File: src/rtl/pipe_stage_reg.sv
// pipe_stage_reg: an elastic pipeline-stage register that can sit between any
// two CPU stages. It holds one entry in a main register and one in a skid
// register. The skid register lets in_ready depend only on registered state,
// so in_ready never waits on out_ready through combinational logic. Flush
// turns every held entry into a bubble. A saturating counter records how many
// cycles the output was stalled.
module pipe_stage_reg #(
  parameter int CTRL_W = 8,
  parameter int DATA_W = 133,
  parameter int CNT_W  = 16
) (
  input  logic              clock,
  input  logic              reset,
  input  logic              flush,
  input  logic              in_valid,
  output logic              in_ready,
  input  logic [CTRL_W-1:0] in_ctrl,
  input  logic [DATA_W-1:0] in_data,
  output logic              out_valid,
  input  logic              out_ready,
  output logic [CTRL_W-1:0] out_ctrl,
  output logic [DATA_W-1:0] out_data,
  output logic [CNT_W-1:0]  stall_cnt
);

  localparam logic [CNT_W-1:0] CNT_MAX = {CNT_W{1'b1}};

  logic              skid_valid;
  logic [CTRL_W-1:0] skid_ctrl;
  logic [DATA_W-1:0] skid_data;

  logic accept;
  logic drain;
  logic main_free;
  logic load_main;
  logic load_skid;

  // Derive the handshake terms and pick which register loads this cycle.
  always_comb begin
    accept    = in_valid & in_ready;
    drain     = out_valid & out_ready;
    main_free = ~out_valid | drain;
    load_main = ~flush & main_free & (skid_valid | accept);
    load_skid = ~flush & ~main_free & accept;
  end

  // The stage accepts input while the skid slot is empty. That slot is a
  // flop, so in_ready comes only from registered state.
  assign in_ready = ~skid_valid;

  // Main register valid/control. Control is zeroed on every bubble, so
  // downstream write enables can never fire from stale bits.
  always_ff @(posedge clock) begin
    if (reset) begin
      out_valid <= 1'b0;
      out_ctrl  <= '0;
    end else if (flush) begin
      out_valid <= 1'b0;
      out_ctrl  <= '0;
    end else if (main_free) begin
      if (skid_valid) begin
        out_valid <= 1'b1;
        out_ctrl  <= skid_ctrl;
      end else if (accept) begin
        out_valid <= 1'b1;
        out_ctrl  <= in_ctrl;
      end else begin
        out_valid <= 1'b0;
        out_ctrl  <= '0;
      end
    end
  end

  // Main register data. It loads only with a real entry and otherwise holds,
  // because bubbles need not clear the wide data field.
  always_ff @(posedge clock) begin
    if (reset) begin
      out_data <= '0;
    end else if (load_main) begin
      out_data <= skid_valid ? skid_data : in_data;
    end
  end

  // Skid register valid/control. It fills when an entry is accepted while the
  // main register is stuck, and empties when it moves up into main.
  always_ff @(posedge clock) begin
    if (reset) begin
      skid_valid <= 1'b0;
      skid_ctrl  <= '0;
    end else if (flush) begin
      skid_valid <= 1'b0;
      skid_ctrl  <= '0;
    end else if (main_free) begin
      if (skid_valid) begin
        skid_valid <= 1'b0;
        skid_ctrl  <= '0;
      end
    end else if (accept) begin
      skid_valid <= 1'b1;
      skid_ctrl  <= in_ctrl;
    end
  end

  // Skid register data. It captures the input only when the skid slot fills.
  always_ff @(posedge clock) begin
    if (reset) begin
      skid_data <= '0;
    end else if (load_skid) begin
      skid_data <= in_data;
    end
  end

  // Count cycles where a valid output is being held back. The count sticks at
  // its maximum value rather than wrapping. Flush does not affect it.
  always_ff @(posedge clock) begin
    if (reset) begin
      stall_cnt <= '0;
    end else if (out_valid && !out_ready && stall_cnt != CNT_MAX) begin
      stall_cnt <= stall_cnt + 1'b1;
    end
  end

endmodule
File: config.mk
export PLATFORM = sky130hd
export DESIGN_NAME = pipe_stage_reg
export DESIGN_NICKNAME = d
export VERILOG_FILES = /design/src/rtl/pipe_stage_reg.sv
export SDC_FILE = /design/constraint.sdc
export NUM_CORES = 1
export LEC_CHECK = 0
export ABC_CLOCK_PERIOD_IN_PS = 2300
export CORE_AREA = 4 4 144 181
export DETAILED_ROUTE_END_ITERATION = 10
export DIE_AREA = 0 0 148 185
export GPL_TIMING_DRIVEN = 0
export PLACE_DENSITY = 0.88
export SETUP_SLACK_MARGIN = 0.15
export SLEW_MARGIN = 20
export SYNTH_ARGS = -nofsm -noshare
export SYNTH_HDL_FRONTEND = slang
export SYNTH_SLANG_ARGS = --single-unit
File: constraint.sdc
create_clock -name clock -period 2.3 [get_ports clock]
set_input_delay 0.69 -clock clock [delete_from_list [all_inputs] [get_ports clock]]
set_output_delay 0.69 -clock clock [all_outputs]
set_load 0.05 [all_outputs]
; ---- Word-level counts from Yosys, hierarchy flattened
; Cells that the tools add are included.
[op_classes]
add_sub_neg = 1
n_eq_ne = 2
muxes = 8
bitwise_logic = 12
n_reduce_logical = 7
[ops]
columns = cell, count
row1 = 133-bit 2-to-1 mux, 1
row2 = 8-bit 2-to-1 mux, 5
row3 = 16-bit by 1-bit adder with 16-bit output (second input constant), 1
row4 = 16-bit != test (second input constant), 1
row5 = 1-bit bitwise AND, 6
row6 = 1-bit inverter, 4
row7 = 3-bit OR reduction, 1
row8 = 1-bit logical AND, 2
row9 = 1-bit 2-to-1 mux, 2
row10 = 2-bit != test (second input constant), 1
row11 = 1-bit bitwise OR, 2
row12 = 2-bit AND reduction, 1
row13 = 2-bit nonzero test, 1
row14 = 2-bit OR reduction, 1
row15 = 1-bit zero test, 1
[totals]
regBits = 300
inputBits = 146
out_inout_bits = 159

; ---- Logic depth before layout (Yosys ltp)
; Gate-level depths: netlist of run 1.
[depth]
word_depth = 5
mapped_depth = 7
depth_no_buf = 5

; ---- Least setup slack after synthesis of run 1
; No wires, ideal clock.
[synth_path]
path_type = register to register
from = reg stall_cnt[1]
to = reg stall_cnt[10]
setup_time_ns = 0.145
t_arrival_ns = 1.956
path_slack_ns = 0.199
stages_incl_launch_ff = 6
synth_period_minus_slack_ns = 2.101
cell_sequence = dfxtp_1 > ha_1 > nand3b_1 > or3_1 > o311ai_0 > o41ai_1
[synth_via]
elab_chain_len = 2
word_cells_on_any_way = 3
[synth_rtl]
columns = item, line
row1 = from (decl), 23  ; output logic [CNT_W-1:0] stall_cnt
row2 = from (signal assigned), 119  ; stall_cnt <= stall_cnt + 1'b1;
row3 = "parallel branches: the longest is 2 deep, another holds 16-bit by 1-bit adder with 16-bit output", -
; Parallel ways; which one is timed is not known.
; A chain may end at the register's enable or synchronous reset.

; ---- Final worst setup path of run 1
[layout_path]
from = reg out_data[101]
to = out out_data[101]
[layout_rtl]
columns = item, line
row1 = from (decl), 22  ; output logic [DATA_W-1:0] out_data,
row2 = from (signal assigned), 80  ; out_data <= skid_valid ? skid_data : in_data;
; No word-level cell between the ends.

==> results of run 1 <==
metrics by stage:
step | cell area, sq um | TNS [ps] | setup slack [ps] | utilization
2_1_floorplan | 11810 | 0 | 198.8 | -
3_3_place_gp | 15250 | -131600 | -675.0 | 0.6265
3_5_place_dp | 15250 | -139690 | -735.3 | 0.6265
4_1_cts | 16150 | 0 | 66.30 | 0.6633
5_1_grt | 16280 | 0 | 150.1 | 0.6686
6_report | 16280 | 0 | 170.5 | 0.6688
sequential cells by signal (all words and copies together), names as in the netlist:
| register | flops |
|---|---|
| skid_ctrl | 8 |
| stall_cnt | 16 |
| out_data | 133 |
| skid_data | 133 |
| skid_valid | 1 |
| out_valid | 1 |
| out_ctrl | 8 |
timing repair:
item / in CTS / in global routing
setup buffers: 0 / 10
pin swaps: 1 / 0
setup endpoints to repair: 356 / 221
cloned: 0 / 1
resized for setup: 240 / 88
endpoints found under the hold margin: 0 / 0
layout by cell type, fill, tap and decap left out, types with 6 or more instances in the layout:
| cell | instances |
|---|---|
| buf_4 | 10 |
| clkbuf_1 | 51 |
| clkdlybuf4s15_2 | 16 |
| diode_2 | 6 |
| a211oi_1 | 143 |
| clkbuf_8 | 9 |
| clkdlybuf4s50_1 | 144 |
| clkdlybuf4s15_1 | 43 |
| dlygate4sd2_1 | 81 |
| a21oi_1 | 143 |
| buf_2 | 41 |
| nand2_1 | 270 |
| a2bb2oi_1 | 8 |
| mux2i_1 | 134 |
| clkbuf_2 | 26 |
| nor2_1 | 157 |
| a22oi_1 | 8 |
| dfxtp_1 | 299 |
| clkbuf_16 | 30 |
| buf_1 | 6 |
power by group through the flow:
stage                     Combinational [mW]  Clock (mW)  Sequential, mW
final                                   1.77        4.78            5.48
after global routing                    1.86        5.07            5.51
after CTS                               1.75        4.84            5.48
after detailed placement                1.84           0            5.60
after global placement                  1.81           0            5.59
after floorplan                        0.465           0            6.17
metal layers:
metal | share of wire | GRT usage | up-vias
met1 | 0.37 | 0.2743 | 5242
met3 | 0.073 | 0.05115 | 120
met4 | 0.048 | 0.1238 | 0
met2 | 0.51 | 0.4482 | 444
met5 | 0 | 0 | -
li1 | - | - | 5332
worst register-to-register path, cell delays in order (launching register included):
cell      delay, ps
dfxtp_1         390
ha_1            230
nand3b_1        190
or3_1           500
o311ai_0        370
o41ai_1         130
worst paths after layout:
check / start / to / slack (ps)
setup / recovery: out_data[101]$_SDFFE_PP0P_ / out_data[101] / 170
hold / removal: skid_data[117]$_SDFFE_PP0P_ / skid_data[117]$_SDFFE_PP0P_ / 450
setup reg to reg: stall_cnt[0]$_SDFFE_PP0P_ / stall_cnt[10]$_SDFFE_PP0P_ / 350
hold reg to reg: skid_data[117]$_SDFFE_PP0P_ / skid_data[117]$_SDFFE_PP0P_ / 450
area by class of cell:
class / instances / share of cell area
diodes: 6 / 0.0009222
repair buffers: 314 / 0.1830
well taps: 330 / 0.02536
clock inverters: 8 / 0.005687
multi-input cells: 922 / 0.3261
inverters: 4 / 0.001076
flip-flops and latches: 300 / 0.3690
clock buffers: 42 / 0.05310
plain buffers: 113 / 0.03581
cell families after synthesis:
| group | Yosys count | share of synthesized area |
|---|---|---|
| buffers and inverters | 117 | 0.04261 |
| AOI/OAI and AO/OA | 313 | 0.1696 |
| and+or+nand+nor | 472 | 0.1625 |
| muxes | 136 | 0.1155 |
| DFF | 300 | 0.5087 |
| adders and majority gates | 1 | 0.001060 |
cell usage after synthesis, drive strengths merged, types with 3 or more instances:
library cell  instances
o21ai                 3
a22oi                 8
a21oi               143
nor2b                 4
dfxtp               300
or3                   5
nor3                  6
inv                   4
nand2b                3
nor4                  5
nor2                157
buf                  56
a2bb2oi               8
a211oi              143
o41ai                 3
clkbuf               57
nand3                 4
mux2i               134
nand2               270
nand4                 5
==> impl_metrics.ini, run 1 <==
[finish]
instances_no_fill = 2039
drive_above_1_share = 0.09630
fillers = 1972
multi_input_area_sq_um = 5309
regArea_sq_um = 6007
area_delta_synth_final_pct = 37.91
nNetsFinal = 1830

[timing]
grt_setup_unrepaired = no
finalSetupViolations = 0
holdWs_ps = 454.5
fmax_ghz = 0.4696
worstMarginPinSlew_ps = 772.6
final_hold_viol_count = 0
clock_skew_ps = 8.651
slew_violations = 0
slew_headroom = 0.4849
final.period_utilization = 0.9259
min_period_ps = 2129

[clocking]
cts_root_buf = clkbuf_16
path_clk_slew_ps = 60
cts_buffers = 28
clock_latency_ps = 540
htreeDepth = 1
numClockSinks = 300
cts_tree = done
cts_buffer_depth = 3
cts_hold_buffers = 0

[die]
rows = 64
dieWidth_microns = 148
core-area_sq_um = 24340
die-area_sq_um = 27380
die_h_microns = 185
floorplan.initialDensity = 0.4849
io_pins = 305

[critical_path]
cp.depth = 1
path_buf_inv = 1
required_ps = 1610
end_kind = output port
rr_worst_depth = 5
path_max_fanout = 2
slowest_stage = dlygate4sd2_1
critical_path_class = reg2out
crit_chain = dlygate4sd2_1
critical-path-max-stage-delay_ps = 560
cp_top_family = buffers and inverters
crit_path_start_kind = register
arrival_ps = 1440

[placed_design]
io_buffers = 303
dp_hpwl_mm = 25.91
place_inst = 1972
gp_congestion = 0.8945

[logic_synthesis]
yosys.area.top_type = dfxtp_1
synth_nets = 1486
synth-seq-cells = 300
async_reset_ff_frac = 0
yosysSeqAreaShare = 0.5087
synth.cell_area_sq_um = 11810
synth_area_leaders = dfxtp_1, mux2i_1, a211oi_1
syn_area_per_cell_sq_um = 8.816
yosysWarningCount = 0
netlist.area_leader.share = 0.5087
syn_inst = 1339
synthDistinctLibCells = 42
yosys_most_used_dff = dfxtp_1
synth-edff-count = 0

[power_and_ir_drop]
p_int_mw = 8.798
p_comb_frac = 0.147
p_sw_mw = 3.234
ir_drop_v = 0.0005209
swShare = 0.2688
power_density_nw_per_um2 = 739.0
power_frac_seq = 0.456
total_power_mw = 12.03
pwr-share-clk = 0.397
power_leakage_nw = 5.891

[grt]
grt_max_degree = 15
grt_pass1_vias = 11114
grt_use_total = 0.2473
overflow = 0
antenna_found_initial = 4
grt_pass1_wl_mm = 55.87

[drt]
drc = 0
drt_iter0_markers = 518
drtPass1Iterations = 6
drt-vias-per-instance = 5.462
num_vias = 11138
wl_per_cell_microns = 17.78
ant_nets = 0
routed_wl_mm = 36.25

[flow_run]
maxCapViolations = 0

[run_status]
status = finished clean

[worst_hold_path]
hold_path.class = reg2reg
holdPathStages = 2
(Power assumes the default switching activity.)
==> inputs of run 2 (changes only) <==
--- a/config.mk
+++ b/config.mk
@@ -7,6 +7,7 @@
 export LEC_CHECK = 0
 export ABC_CLOCK_PERIOD_IN_PS = 2300
 export CORE_AREA = 4 4 144 181
+export CTS_CLUSTER_DIAMETER = 60
 export DETAILED_ROUTE_END_ITERATION = 10
 export DIE_AREA = 0 0 148 185
 export GPL_TIMING_DRIVEN = 0
==> run 2 against run 1 <==
  * Highest routed layer unchanged
  * Power shrank 0.31%
  * Clock skew grew 7.6 ps
  * Die area is the same
  * Combinational power is essentially flat
  * Clock power shrank 0.8%
  * Critical path depth is the same
  * Hold slack is essentially flat
  * Critical endpoint unchanged
  * Clock-buffer cell count grew 1
==> impl_metrics.ini, run 2 (same netlist as run 1, synthesis figures left out) <==
[power_and_ir_drop]
power_density_nw_per_um2 = 736.8
swShare = 0.2694
power_leakage_nw = 5.813
p_int_mw = 8.763
p_comb_frac = 0.147
p_sw_mw = 3.231
pwr-share-clk = 0.396
power_frac_seq = 0.457
ir_drop_v = 0.0006191

[timing]
slew_violations = 0
slew_headroom = 0.4371
final_hold_viol_count = 0
min_period_ps = 2129
clock_skew_ps = 16.22
finalSetupViolations = 0
fmax_ghz = 0.4698
worstMarginPinSlew_ps = 844.4
fin_setup_tns_ps = 0
final.period_utilization = 0.9255
holdWs_ps = 454.4
grt_setup_unrepaired = yes

[die]
die-area_sq_um = 27380
rows = 64
die_h_microns = 185
io_pins = 305
floorplan.initialDensity = 0.4849
dieWidth_microns = 148
core-area_sq_um = 24340

[finish]
drive_above_1_share = 0.09971
top_regs = out_data: 133 flops, skid_data: 133 flops, stall_cnt: 16 flops
instances_no_fill = 2042
nNetsFinal = 1831
area_delta_synth_final_pct = 37.89
fillers = 1948
final_common_cell = dfxtp_1
final_util = 0.6687
layout_common_cells = dfxtp_1, nand2_1, nor2_1, clkdlybuf4s50_1

[critical_path]
cp_top_family = buffers and inverters
end_kind = output port
regToRegSetupSlack_ps = 360
critical_path_class = reg2out
slowest_stage = dlygate4sd2_1
crit_path_start_kind = register
arrival_ps = 1440
critical-path-max-stage-delay_ps = 570
r2r-start = stall_cnt[0]$_SDFFE_PP0P_
crit_chain = dlygate4sd2_1
path_max_fanout = 2
cp-startpoint = out_data[101]$_SDFFE_PP0P_
path_buf_inv = 1
required_ps = 1610

[placed_design]
dp_hpwl_mm = 25.91
io_buffers = 303
place_inst = 1972
gp_congestion = 0.8945

[grt]
antenna_found_initial = 4
overflow = 0
grt_pass1_wl_mm = 55.80
grt_use_total = 0.2479
grt_max_degree = 15
grt_pass1_vias = 11079

[drt]
drc = 0
drt_iter0_markers = 520
num_vias = 11105
highest_layer = met4
routed-wl-met2_mm = 18.44
drt-vias-per-instance = 5.438
dr_wl_met3_mm = 2.570
routed_wl_mm = 35.93
drtPass1Iterations = 6
wl_per_cell_microns = 17.59
wl_met1_mm = 13.02
ant_nets = 0

[clocking]
numClockSinks = 300
clock_latency_ps = 550
cts_root_buf = clkbuf_16
cts_tree = done
cts_buffer_depth = 3
cts_buffers = 29
path_clk_slew_ps = 60
htreeDepth = 1

[worst_hold_path]
hold_path.class = reg2reg
hold_path_startpoint = skid_data[117]$_SDFFE_PP0P_

[run_status]
status = finished clean

[flow_run]
maxCapViolations = 0
run 2: cell count changes in the layout (fill, tap and decap cells not counted), sizes merged:
cell	before	now
clkbuf	119	124
clkdlybuf4s15	59	73
inv	4	5
buf	66	68
clkdlybuf4s18	0	2
dlygate4sd2	81	59
diode	6	7
run 2: final timing paths:
path / endpoint / depth (start not counted)
min: skid_data[117]$_SDFFE_PP0P_ / 2
min reg2reg: skid_data[117]$_SDFFE_PP0P_ / 2
max: out_data[101] / 1
max reg2reg: stall_cnt[10]$_SDFFE_PP0P_ / 5
run 2: per-stage QoR:
step                      instance area, sq um  setup WS [ps]  power [mW]
final                                    16280          171.4       11.99
after global routing                     16270          126.9       12.42
after CTS                                16170          55.25       12.06
after detailed placement                 15250         -735.3       7.438
after global placement                   15250         -675.0       7.400
after floorplan                          11810          198.8       6.633
run 2: worst register-to-register path, cell delays in order, from the launching register on:
cell and delay [ps]:
dfxtp_1 390, ha_1 230, nand3b_1 190, or3_1 490, o311ai_0 370, o41ai_1 140
run 2: timing repair:
action / in CTS / in global routing
hold buffers: 0 / 0
setup buffers: 0 / 10
pin swaps: 1 / 0
cloned: 0 / 1
gates resized for setup: 260 / 100
endpoints found under the setup margin: 358 / 250
run 2: final cells by class:
cell class / count / area, sq um / share of cell area
well taps: 330 / 412.9 / 0.02537
flip-flops and latches: 300 / 6007 / 0.3690
multi-input cells: 922 / 5309 / 0.3261
clock buffers: 43 / 848.3 / 0.05211
plain buffers: 113 / 583.1 / 0.03582
repair buffers: 314 / 2978 / 0.1829
inverters: 4 / 17.52 / 0.001076
diodes: 7 / 17.52 / 0.001076
clock inverters: 9 / 105.1 / 0.006457
run 2: per-layer routing:
metal  global-route usage  vias to the layer above
met5                    0                        -
met4               0.1268                        0
met3              0.05091                      113
met2               0.4524                      448
met1               0.2714                     5206
li1                     -                     5338
run 2: power by group through the flow:
stage                     Clock [mW]  Sequential [mW]  Combinational [mW]
after detailed placement           0             5.60                1.84
after floorplan                    0             6.17               0.465
after CTS                       4.82             5.48                1.75
after global routing            5.05             5.51                1.86
final                           4.74             5.49                1.76
after global placement             0             5.59                1.81
==> inputs of run 3 (changes only) <==
--- a/config.mk
+++ b/config.mk
@@ -5,13 +5,12 @@
 export SDC_FILE = /design/constraint.sdc
 export NUM_CORES = 1
 export LEC_CHECK = 0
-export ABC_CLOCK_PERIOD_IN_PS = 2300
 export CORE_AREA = 4 4 144 181
 export CTS_CLUSTER_DIAMETER = 60
 export DETAILED_ROUTE_END_ITERATION = 10
 export DIE_AREA = 0 0 148 185
 export GPL_TIMING_DRIVEN = 0
-export PLACE_DENSITY = 0.88
+export PLACE_DENSITY = 0.79
 export SETUP_SLACK_MARGIN = 0.15
 export SLEW_MARGIN = 20
 export SYNTH_ARGS = -nofsm -noshare
==> constraint.sdc (replaced) <==
create_clock -name clock -period 2.3 [get_ports clock]
set_input_delay 0.345 -clock clock [delete_from_list [all_inputs] [get_ports clock]]
set_output_delay 0.345 -clock clock [all_outputs]
set_load 0.05 [all_outputs]
==> run 3 against run 2 <==
  * Combinational power grew 4%
  * Cell area shrank 0.23%
  * Critical path depth is the same
  * Non-clock buffer count shrank 11
  * Sequential power is essentially flat
  * Critical path type unchanged
  * Largest cell class unchanged
  * Highest routed layer unchanged
==> impl_metrics.ini, run 3 (same netlist as run 1, synthesis figures left out) <==
[run_status]
status = finished clean

[drt]
routed_wl_mm = 34.05
wl_met1_mm = 13.25
drtPass1Iterations = 6
dr_wl_met3_mm = 2.230
drc = 0
routed-wl-met2_mm = 17.15
ant_nets = 0
highest_layer = met4
num_vias = 10676
wl_per_cell_microns = 16.77
drt_iter0_markers = 441
drt-vias-per-instance = 5.257

[critical_path]
critical_path_class = reg2out
cp_top_family = buffers and inverters
slowest_stage = clkdlybuf4s50_1
end_kind = output port
required_ps = 1960
arrival_ps = 1750
path_buf_inv = 1
crit_chain = clkdlybuf4s50_1
critical-path-max-stage-delay_ps = 890
crit_path_start_kind = register
path_max_fanout = 2

[finish]
area_delta_synth_final_pct = 37.57
drive_above_1_share = 0.06139
final_common_cell = dfxtp_1
layout_common_cells = dfxtp_1, clkdlybuf4s50_1, nand2_1, nor2_1
top_regs = out_data: 133 flops, skid_data: 133 flops, stall_cnt: 16 flops
final_util = 0.6671
instances_no_fill = 2031
nNetsFinal = 1820

[timing]
slew_headroom = 0.4936
grt_setup_unrepaired = no
holdWs_ps = 278.8
fin_setup_tns_ps = 0
clock_skew_ps = 8.386
final.period_utilization = 0.9112
final_hold_viol_count = 0
finalSetupViolations = 0
min_period_ps = 2096
fmax_ghz = 0.4771
slew_violations = 0
worstMarginPinSlew_ps = 759.6

[grt]
grt_max_degree = 15
antenna_found_initial = 6
grt_use_total = 0.2371
grt_pass1_wl_mm = 53.43
grt_pass1_vias = 10531
overflow = 0

[clocking]
htreeDepth = 1
clock_latency_ps = 540
path_clk_slew_ps = 60
cts_buffer_depth = 3
cts_root_buf = clkbuf_16
cts_tree = done
numClockSinks = 300
cts_buffers = 29
cts_hold_buffers = 0

[power_and_ir_drop]
ir_drop_v = 0.0006326
p_sw_mw = 3.185
power_frac_seq = 0.455
pwr-share-clk = 0.393
swShare = 0.2641
power_leakage_nw = 5.510
p_comb_frac = 0.152
total_power_mw = 12.06
p_int_mw = 8.874
power_density_nw_per_um2 = 742.5

[die]
dieWidth_microns = 148
io_pins = 305
die-area_sq_um = 27380
floorplan.initialDensity = 0.4849
die_h_microns = 185
core-area_sq_um = 24340
rows = 64

[placed_design]
io_buffers = 303
gp_congestion = 0.8182
dp_hpwl_mm = 25.03
place_inst = 1972

[flow_run]
maxCapViolations = 0

[worst_hold_path]
hold_path.class = in2reg
run 3: cell count changes in the layout (fill, tap and decap cells not counted), moves of 2 or more:
cell             before  now
buf_1                 7    9
clkbuf_2             29    3
buf_4                11    1
buf_12                4    0
dlygate4sd2_1        59   13
clkdlybuf4s18_2       2    0
clkbuf_1             55   62
clkdlybuf4s50_1     144  286
dlymetal6s2s_1        0    3
clkdlybuf4s15_1      56    0
buf_8                 2    0
clkdlybuf4s15_2      17    0
run 3: routing by layer:
layer  up-vias  global-route usage
met5         -                   0
li1       5330                   -
met1      4950              0.2687
met3        81             0.05482
met4         0              0.1046
met2       315              0.4257
run 3: through the flow:
stage	instance area (sq um)	setup slack, ps
after floorplan	11810	198.8
after global placement	15250	-310.7
after detailed placement	15250	-404.8
after CTS	16200	162.0
after global routing	16240	155.3
final	16240	204.2
run 3: layout make-up:
| class | instances | area [sq um] |
|---|---|---|
| inverters | 4 | 15.01 |
| plain buffers | 113 | 514.2 |
| multi-input cells | 922 | 5301 |
| clock inverters | 8 | 92.59 |
| flip-flops and latches | 300 | 6006 |
| fillers | 2092 | 8103 |
| diodes | 7 | 17.52 |
| repair buffers | 303 | 3019 |
| clock buffers | 44 | 862.1 |
| well taps | 330 | 412.9 |
run 3: worst paths after layout:
kind                                    from  cells after the start                         end  slack (ps)
hold / removal                         reset                      3   stall_cnt[6]$_SDFFE_PP0P_         280
setup / recovery  out_data[132]$_SDFFE_PP0P_                      1               out_data[132]         200
hold reg to reg   skid_data[91]$_SDFFE_PP0P_                      2  skid_data[91]$_SDFFE_PP0P_         450
setup reg to reg   stall_cnt[1]$_SDFFE_PP0P_                      5  stall_cnt[10]$_SDFFE_PP0P_         280
run 3: what timing repair did:
action | in CTS | in global routing
buffers inserted | 0 | 0
resized for setup | 24 | 9
setup endpoints to repair | 18 | 65
run 3: power by group through the flow:
stage / Clock, mW / Sequential, mW / Combinational, mW
after floorplan: 0 / 6.17 / 0.465
after global placement: 0 / 5.60 / 1.81
after detailed placement: 0 / 5.60 / 1.83
after CTS: 4.82 / 5.49 / 1.84
after global routing: 5.07 / 5.51 / 1.94
final: 4.74 / 5.49 / 1.83
